===== src/rtl/continuous_monitoring_system_pkg.sv =====
// Shared types for the trace path: item layout, tags and widths.
// Used by trace_buffer and trace_fifo_ram.
package continuous_monitoring_system_pkg;

  localparam int TRACE_PC_WIDTH           = 64;
  localparam int RISC_V_INSTRUCTION_WIDTH = 32;
  localparam int TRACE_ITEM_WIDTH         = 98;

  typedef enum logic [1:0] {
    TAG_INSTR    = 2'b00,
    TAG_OVERFLOW = 2'b01
  } trace_item_tag_e;

  typedef struct packed {
    trace_item_tag_e                     tag;
    logic [TRACE_PC_WIDTH-1:0]           pc;
    logic [RISC_V_INSTRUCTION_WIDTH-1:0] instr;
  } trace_item_t;

  function automatic logic [15:0] sat_inc16(input logic [15:0] v);
    return (v == 16'hFFFF) ? v : v + 16'd1;
  endfunction

endpackage


===== src/rtl/trace_fifo_ram.sv =====
// Trace item storage: two write ports (second only for marker pairs),
// asynchronous read. Contents are never reset.
module trace_fifo_ram
  import continuous_monitoring_system_pkg::*;
#(
  parameter int DEPTH = 16,
  localparam int AW   = $clog2(DEPTH)
) (
  input  logic                        clk,
  input  logic                        i_we0,
  input  logic [AW-1:0]               i_waddr0,
  input  logic [TRACE_ITEM_WIDTH-1:0] i_wdata0,
  input  logic                        i_we1,
  input  logic [AW-1:0]               i_waddr1,
  input  logic [TRACE_ITEM_WIDTH-1:0] i_wdata1,
  input  logic [AW-1:0]               i_raddr,
  output logic [TRACE_ITEM_WIDTH-1:0] o_rdata
);

  logic [TRACE_ITEM_WIDTH-1:0] r_mem [DEPTH];

  always_ff @(posedge clk) begin
    if (i_we0) r_mem[i_waddr0] <= i_wdata0;
    if (i_we1) r_mem[i_waddr1] <= i_wdata1;
  end

  assign o_rdata = r_mem[i_raddr];

endmodule


===== src/rtl/trace_buffer.sv =====
// FWFT buffer for filtered trace items with overflow accounting.
// Optional TRACE_BUFFER_OVERFLOW_MARKER_EN inserts a marker after losses.
module trace_buffer
  import continuous_monitoring_system_pkg::*;
#(
  parameter int DEPTH                 = 16,
  parameter int ALMOST_FULL_THRESHOLD = DEPTH - 4
) (
  input  logic                                clk,
  input  logic                                rst_n,
  input  logic                                pc_valid,
  input  logic [TRACE_PC_WIDTH-1:0]           pc,
  input  logic [RISC_V_INSTRUCTION_WIDTH-1:0] next_instr,
  input  logic                                drop_instr,
  output logic                                m_valid,
  input  logic                                m_ready,
  output logic [TRACE_ITEM_WIDTH-1:0]         m_data,
  output logic                                almost_full,
  output logic [$clog2(DEPTH):0]              level,
  output logic [15:0]                         overflow_count,
  input  logic                                clear_overflow
);

  localparam int AW = $clog2(DEPTH);
  localparam int LW = AW + 1;
  localparam logic [LW-1:0] L_DEPTH = LW'(DEPTH);
  localparam logic [LW-1:0] L_DM2   = LW'(DEPTH - 2);
  localparam logic [LW-1:0] L_THR   = LW'(ALMOST_FULL_THRESHOLD);

  logic [AW-1:0] r_wptr;
  logic [AW-1:0] r_rptr;
  logic [LW-1:0] r_level;
  logic [15:0]   r_ovf;

  logic          w_req;
  logic          w_pop;
  logic          w_acc;
  logic          w_loss;
  logic          w_mark;
  trace_item_t   w_instr_item;
  trace_item_t   w_wdata0;
  logic [TRACE_ITEM_WIDTH-1:0] w_rdata;

  assign w_req  = pc_valid & ~drop_instr;
  assign w_pop  = m_valid & m_ready;
  assign w_loss = w_req & ~w_acc;

  assign w_instr_item.tag   = TAG_INSTR;
  assign w_instr_item.pc    = pc;
  assign w_instr_item.instr = next_instr;

`ifdef TRACE_BUFFER_OVERFLOW_MARKER_EN
  logic        r_pending;
  logic [15:0] r_lost;
  trace_item_t w_mark_item;

  // While a marker is owed, keep room for marker plus instruction.
  assign w_mark = r_pending & (r_level <= L_DM2);
  assign w_acc  = w_req & (r_pending ? (r_level <= L_DM2)
                                     : (r_level <  L_DEPTH));

  assign w_mark_item.tag   = TAG_OVERFLOW;
  assign w_mark_item.pc    = {{(TRACE_PC_WIDTH-16){1'b0}}, r_lost};
  assign w_mark_item.instr = '0;
  assign w_wdata0 = w_mark ? w_mark_item : w_instr_item;

  always_ff @(posedge clk or negedge rst_n) begin
    if (!rst_n) begin
      r_pending <= 1'b0;
      r_lost    <= '0;
    end else if (w_mark) begin
      r_pending <= 1'b0;
      r_lost    <= '0;
    end else if (w_loss) begin
      r_pending <= 1'b1;
      r_lost    <= sat_inc16(r_lost);
    end
  end
`else
  assign w_mark   = 1'b0;
  assign w_acc    = w_req & (r_level < L_DEPTH);
  assign w_wdata0 = w_instr_item;
`endif

  trace_fifo_ram #(.DEPTH(DEPTH)) u_ram (
    .clk      (clk),
    .i_we0    (w_acc | w_mark),
    .i_waddr0 (r_wptr),
    .i_wdata0 (w_wdata0),
    .i_we1    (w_acc & w_mark),
    .i_waddr1 (r_wptr + AW'(1)),
    .i_wdata1 (w_instr_item),
    .i_raddr  (r_rptr),
    .o_rdata  (w_rdata)
  );

  always_ff @(posedge clk or negedge rst_n) begin
    if (!rst_n) begin
      r_wptr  <= '0;
      r_rptr  <= '0;
      r_level <= '0;
    end else begin
      r_wptr  <= r_wptr + AW'(w_acc) + AW'(w_mark);
      r_rptr  <= r_rptr + AW'(w_pop);
      r_level <= r_level + LW'(w_acc) + LW'(w_mark) - LW'(w_pop);
    end
  end

  always_ff @(posedge clk or negedge rst_n) begin
    if (!rst_n) begin
      r_ovf <= '0;
    end else if (clear_overflow) begin
      r_ovf <= {15'd0, w_loss};
    end else if (w_loss) begin
      r_ovf <= sat_inc16(r_ovf);
    end
  end

  assign m_valid        = (r_level != '0);
  assign m_data         = w_rdata;
  assign almost_full    = (r_level >= L_THR);
  assign level          = r_level;
  assign overflow_count = r_ovf;

endmodule


===== config.mk =====
export PLATFORM = sky130hd
export DESIGN_NAME = trace_buffer
export DESIGN_NICKNAME = d
export VERILOG_FILES = /design/src/rtl/continuous_monitoring_system_pkg.sv /design/src/rtl/trace_fifo_ram.sv /design/src/rtl/trace_buffer.sv
export SDC_FILE = /design/constraint.sdc
export NUM_CORES = 1
export LEC_CHECK = 0
export CORE_MARGIN = 10
export CORE_UTILIZATION = 62
export DETAILED_ROUTE_END_ITERATION = 6
export PLACE_DENSITY = 0.78
export SLEW_MARGIN = 10
export SYNTH_ARGS = -nofsm -noshare
export SYNTH_HDL_FRONTEND = slang
export SYNTH_HIERARCHICAL = 1
export SYNTH_SLANG_ARGS = --single-unit

===== constraint.sdc =====
create_clock -name clk -period 11.9 [get_ports clk]
set_input_delay 1.785 -clock clk [delete_from_list [all_inputs] [get_ports clk]]
set_output_delay 1.785 -clock clk [all_outputs]
set_load 0.1 [all_outputs]

==> results of run 1 <==
layer usage:
| metal | vias to the layer above | routed length (um) | part of all wire [%] | track usage, % |
|---|---|---|---|---|
| met3 | 378 | 19100 | 9.4 | 5.85 |
| met1 | 21668 | 78700 | 39 | 38.7 |
| met5 | - | 134 | 0.066 | 0 |
| met4 | 22 | 5510 | 2.7 | 9.08 |
| li1 | 18322 | - | - | - |
| met2 | 2104 | 99800 | 49 | 46.3 |
flip-flops by register name (all words and copies together) (netlist names):
name	flops
overflow_count	16
r_rptr	4
r_wptr	4
u_ram/r_mem	1568
level	5
Yosys cell counts (2+ instances only):
cell type / instances / area (um^2)
o22ai_1: 9 / 56.3
o31ai_1: 6 / 45.0
a22oi_1: 196 / 1470
o21bai_1: 2 / 15.0
nand2b_1: 8 / 50.1
mux2_2: 1548 / 17400
inv_1: 15 / 56.3
or4_1: 6 / 45.0
nor2b_1: 4 / 25.0
nand3b_1: 4 / 30.0
ha_1: 14 / 175
xnor2_1: 4 / 35.0
nand2_1: 104 / 390
clkbuf_1: 291 / 1090
mux2_1: 21 / 236
o41ai_1: 2 / 17.5
o21ai_1: 3 / 15.0
a21oi_1: 14 / 70.1
nand3_1: 10 / 50.1
dfrtp_1: 29 / 726
nand4_2: 3 / 37.5
nor2_2: 3 / 18.8
o21ai_0: 9 / 45.0
nand3b_4: 2 / 40.0
and2_1: 2 / 12.5
buf_6: 3 / 33.8
edfxtp_1: 1568 / 47100
buf_2: 191 / 956
mux4_2: 392 / 8830
nor2_1: 13 / 48.8
buf_1: 12 / 45.0
or3_1: 7 / 43.8
xor2_1: 5 / 43.8
cell type report:
class	count	area share [%]
Sequential cell	1597	54.6
Multi-Input combinational cell	2444	34.1
Clock buffer	220	5.12
Timing Repair Buffer	279	3.09
Tap cell	1662	2.37
Clock inverter	75	0.647
Inverter	15	0.0643
Antenna cell	14	0.0400
logic make-up (layout without fill, tap and decap cells):
group	after synthesis	count (layout)	synth area share (%)
buffers and inverters	513	589	2.76
adders and majority gates	15	15	0.246
DFF	1597	1597	60.1
and+or+nand+nor	179	179	1.15
xor gates and xnor gates	9	9	0.0991
AOI/OAI and AO/OA	247	247	2.27
muxes	1962	1962	33.3
other	1	46	0.00472
worst max path at each step:
stage,start,endpoint,cells past startpoint
floorplan,drop_instr,u_ram/r_mem[1][0],4
global placement,r_rptr[0],m_data[89],6
detailed placement,r_rptr[0],m_data[92],6
CTS,r_rptr[0],m_data[92],6
global route,r_rptr[0],m_data[92],6
finish,r_rptr[0],m_data[89],6
power groups by stage:
stage                     clock network, W  registers (W)  logic, W
after floorplan                          0        0.00798   0.00754
after global placement                   0        0.00781    0.0100
after detailed placement                 0        0.00784    0.0101
after CTS                          0.00500        0.00773    0.0101
after global routing               0.00522        0.00780    0.0113
final                              0.00493        0.00773    0.0109
per-stage QoR:
| stage | power [W] | setup slack [ps] | instances | utilization, % |
|---|---|---|---|---|
| after floorplan | 0.0155 | 1770 | 4554 | - |
| after global placement | 0.0178 | 5460 | 5997 | 64.7 |
| after detailed placement | 0.0180 | 5470 | 5997 | 64.7 |
| after CTS | 0.0229 | 4580 | 6292 | 68.7 |
| after global routing | 0.0243 | 4380 | 6302 | 68.7 |
| final | 0.0236 | 4740 | 6306 | 68.7 |
critical path, cell delays in order (launching register included):
cell	delay [ps]
dfrtp_4	910
buf_4	810
buf_4	760
mux4_2	590
a22oi_1	190
nand2_1	220
clkdlybuf4s50_1	1040
==> out/qor.yml, run 1 <==
status: "finished, violations left"
violations: "slew limit"
die_w_um: 378
cellPowerDensity_nw_per_um2: 269
dr_total_vias: 42494
track_usage_pct: 28.5
comb_power_share_pct: 46.3
port_buffers: 222
cts_setup_buffers: 0
cts.sinks: 1597
drc: 0
drt-wirelength-per-cell_um: 32.2
synth_edf_count: 1568
start_util_pct: 62.3
clock.fmax_mhz: 140
setup_tns_ps: 0
synth-seq-area-share_pct: 60.1
grt_pass1_wl_um: 295000
r2r_start: "level[4]"
grt_max_degree: 138
p_sw_w: 0.00942
insertion_delay_ps: 800
rrSetupSlack_ps: 7500
pwr-share-seq_pct: 32.8
finalCritPeriodShare_pct: 60.2
worstRegToRegCells: 7
seq_area_um2: 47800
routed_via_density: 6.74
layout_common_cells: "1568 x edfxtp_1, 1548 x mux2_2, 392 x mux4_2, 221 x clkdlybuf4s50_1, 196 x a22oi_1"
layout-drive-gt1-share_pct: 48.7
gr-total-overflow: 0
cts_buffer_depth: 3
gp_congestion: 0.749
synth.avg_cell_area_um2: 17.6
synth_cells: 4523
finalHoldViolCount: 0
hold_buffers: 0
antenna_found_initial: 22
p_sw_share_pct: 40.0
netlist_area_um2: 79500
crit_type: "reg2out"
rr_endpoint: "u_ram/r_mem[0][60]"
die_height_um: 378
slew_headroom_pct: -850
cts_tree: "yes"
ir_worst_vdd_uv: 447
hp-class: "reg2reg"
cts_resized: 0
drtIter0Drc: 4808
worstPathArrival_ps: 5370
multiInputGateArea_um2: 29800
ios: 223
critPathMaxFanout: 42
worstPathRequired_ps: 10120
hold_slack_ps: 549
fin_area_um2: 87600
end_kind: "output pin"
synth-main-ff-cell: "edfxtp_1"
min_to: "level[0]"
grt_setup_unrepaired: "no"
final_common_cell: "edfxtp_1"
die-area_um2: 143000
cts.clk_slew.worst_paths_ps: 60
worstMarginPinSlew_ps: 14250
cts_root_buf: "clkbuf_16"
ys_seq_elements: 1597
cts_buffers: 166
p_leak_nw: 28.1
ys_async_sr_fraction_pct: 1.82
setup_viol: 0
floorplan.rows: 131
maxSlewViolCount: 1591
period_minus_slack_ps: 7160
fill_cells: 8341
grt_pass1_vias: 43142
coreArea_um2: 128000
placed_cell_area_um2: 82500
internal_power_w: 0.0141
detail-route-antenna-nets: 0
htree_num_levels: 4
hp-start: "level[0]"
wl_um: 203000
pwr-share-clk_pct: 20.9
hold_depth: 1
finClkSkew_ps: 26.8
cap_violations: 0
nNetsFinal: 4620
syn_to_final_growth_pct: 10.2
startpoint_type: "register"
dp_hpwl_um: 92200
drt_pass1_iterations: 6
ys_warn_count: 6
synth_cell_types: 56
No activity file was read; power rests on OpenSTA's default activity.
==> run 2: changes to the inputs <==
- CORE_UTILIZATION: 62 -> 56
- PLACE_DENSITY: 0.78 -> 0.74
- clock period: 11.9 -> 6.45 ns (I/O delays scaled with it)
==> run 2 against run 1 <==
Net effect:
- critical endpoint is now m_data[83]
- clock skew down 2.1 ps
- the run still ends with slew limit left
- register-to-register slack got worse by 4300 ps
- largest cell class unchanged
- utilization is 6.1 points lower
- sequential power rose by 84%
- flip-flop and latch count is the same
- hold slack improved by 20 ps
==> out/qor.yml, run 2 (synthesis gave the netlist of run 1 again) <==
insertion_delay_ps: 810
hp-class: "reg2reg"
cts_setup_buffers: 0
grt_max_degree: 100
finClkSkew_ps: 24.7
nNetsFinal: 4628
r2r_start: "level[4]"
hp-start: "overflow_count[7]"
grt_busiest_layer: "met2"
use_met1_pct: 34.3
ios: 223
drt_pass1_iterations: 5
dp_cells: 6230
drc: 0
comb_power_share_pct: 46.5
dp_hpwl_um: 93400
gp_congestion: 0.730
crit_type: "reg2out"
cts_resized: 0
maxSlewViolCount: 1591
wl_um: 205000
setup_tns_ps: 0
worstMarginPinSlew_ps: 14550
critPathMaxFanout: 45
slew_headroom_pct: -872
grt_pass1_vias: 42420
routed_via_density: 6.43
cts_tree: "yes"
setup_viol: 0
end_kind: "output pin"
crit_start: "r_rptr[1]"
drt-wirelength-per-cell_um: 31.4
grt_use_met2_pct: 43.9
violations: "slew limit"
place_ws_ps: 1900
grt_setup_unrepaired: "no"
p_leak_nw: 28.3
pwr-share-seq_pct: 32.4
finalCritPeriodShare_pct: 82.8
dr_total_vias: 42008
largest_register: "u_ram/r_mem"
p_sw_share_pct: 39.8
coreArea_um2: 141000
antenna_found_initial: 24
grt_pass1_wl_um: 298000
cellPowerDensity_nw_per_um2: 496
layout_common_cells: "1568 x edfxtp_1, 1548 x mux2_2, 392 x mux4_2, 222 x clkdlybuf4s50_1, 196 x a22oi_1"
fin_cells: 6534
startpoint_type: "register"
syn_to_final_growth_pct: 11.1
fin_ws_ps: 1110
layout-drive-gt1-share_pct: 48.6
floorplan.rows: 138
gr-total-overflow: 0
finalHoldViolCount: 0
worstPathArrival_ps: 4370
largest_reg_flops: 1568
clock.fmax_mhz: 187
grt.met3_usage_pct: 4.28
die-area_um2: 157000
cts_root_buf: "clkbuf_16"
cap_violations: 0
ir_worst_vdd_uv: 770
period_minus_slack_ps: 5340
status: "finished, violations left"
port_buffers: 222
hold_buffers: 0
worstPathRequired_ps: 5480
pwr-share-clk_pct: 21.0
die_w_um: 397
final_common_cell: "edfxtp_1"
internal_power_w: 0.0264
htree_num_levels: 4
cts_buffers: 169
cts_buffer_depth: 3
drtIter0Drc: 4053
p_sw_w: 0.0174
track_usage_pct: 25.8
die_height_um: 397
start_util_pct: 56.3
detail-route-antenna-nets: 0
cts.clk_slew.worst_paths_ps: 60
cts.sinks: 1597
run 2: final timing paths:
path,slack [ps],depth (start not counted),end
worst max-delay path,1110,5,m_data[83]
worst min-delay path,570,1,overflow_count[7]
worst max register to register,3200,6,u_ram/r_mem[9][52]
worst min register to register,570,1,overflow_count[7]
max in group asynchronous,5550,2,r_rptr[0]
min in group asynchronous,580,2,level[4]
run 2: per-stage QoR:
step	utilization, %	power, W	hold slack, ps	instance area (um^2)
CTS	62.5	0.0427	538	88300
global route	62.6	0.0452	582	88400
finish	62.6	0.0438	569	88400
global placement	58.9	0.0333	534	83200
floorplan	-	0.0285	477	79600
detailed placement	58.9	0.0334	548	83200
run 2: final cells by class:
class                   instances  area [um^2]
clock inverters                82          614
diodes                          4         10.0
flip-flops and latches       1597        47800
multi-input cells            2444        29800
repair buffers                284         3100
well taps                    1890         2360
fillers                     10206        52900
inverters                      15         56.3
clock buffers                 218         4540
run 2: critical path, stage by stage (launching register included):
cell	delay (ps)
dfrtp_4	940
buf_4	710
mux4_2	410
a22oi_1	330
nand2_1	130
clkdlybuf4s50_1	990
run 2: power by group through the flow:
stage	logic, W	registers (W)	clock network (W)
3_5_place_dp	0.0190	0.0144	0
3_3_place_gp	0.0189	0.0144	0
4_1_cts	0.0191	0.0142	0.00939
6_report	0.0204	0.0142	0.00922
2_1_floorplan	0.0139	0.0146	0
5_1_grt	0.0211	0.0143	0.00977
run 2: routing by layer:
metal  wire length (um)  share of wire (%)
met1              80400                 39
met2             104000                 50
met3              15600                7.6
met4               5340                2.6
met5                146              0.071
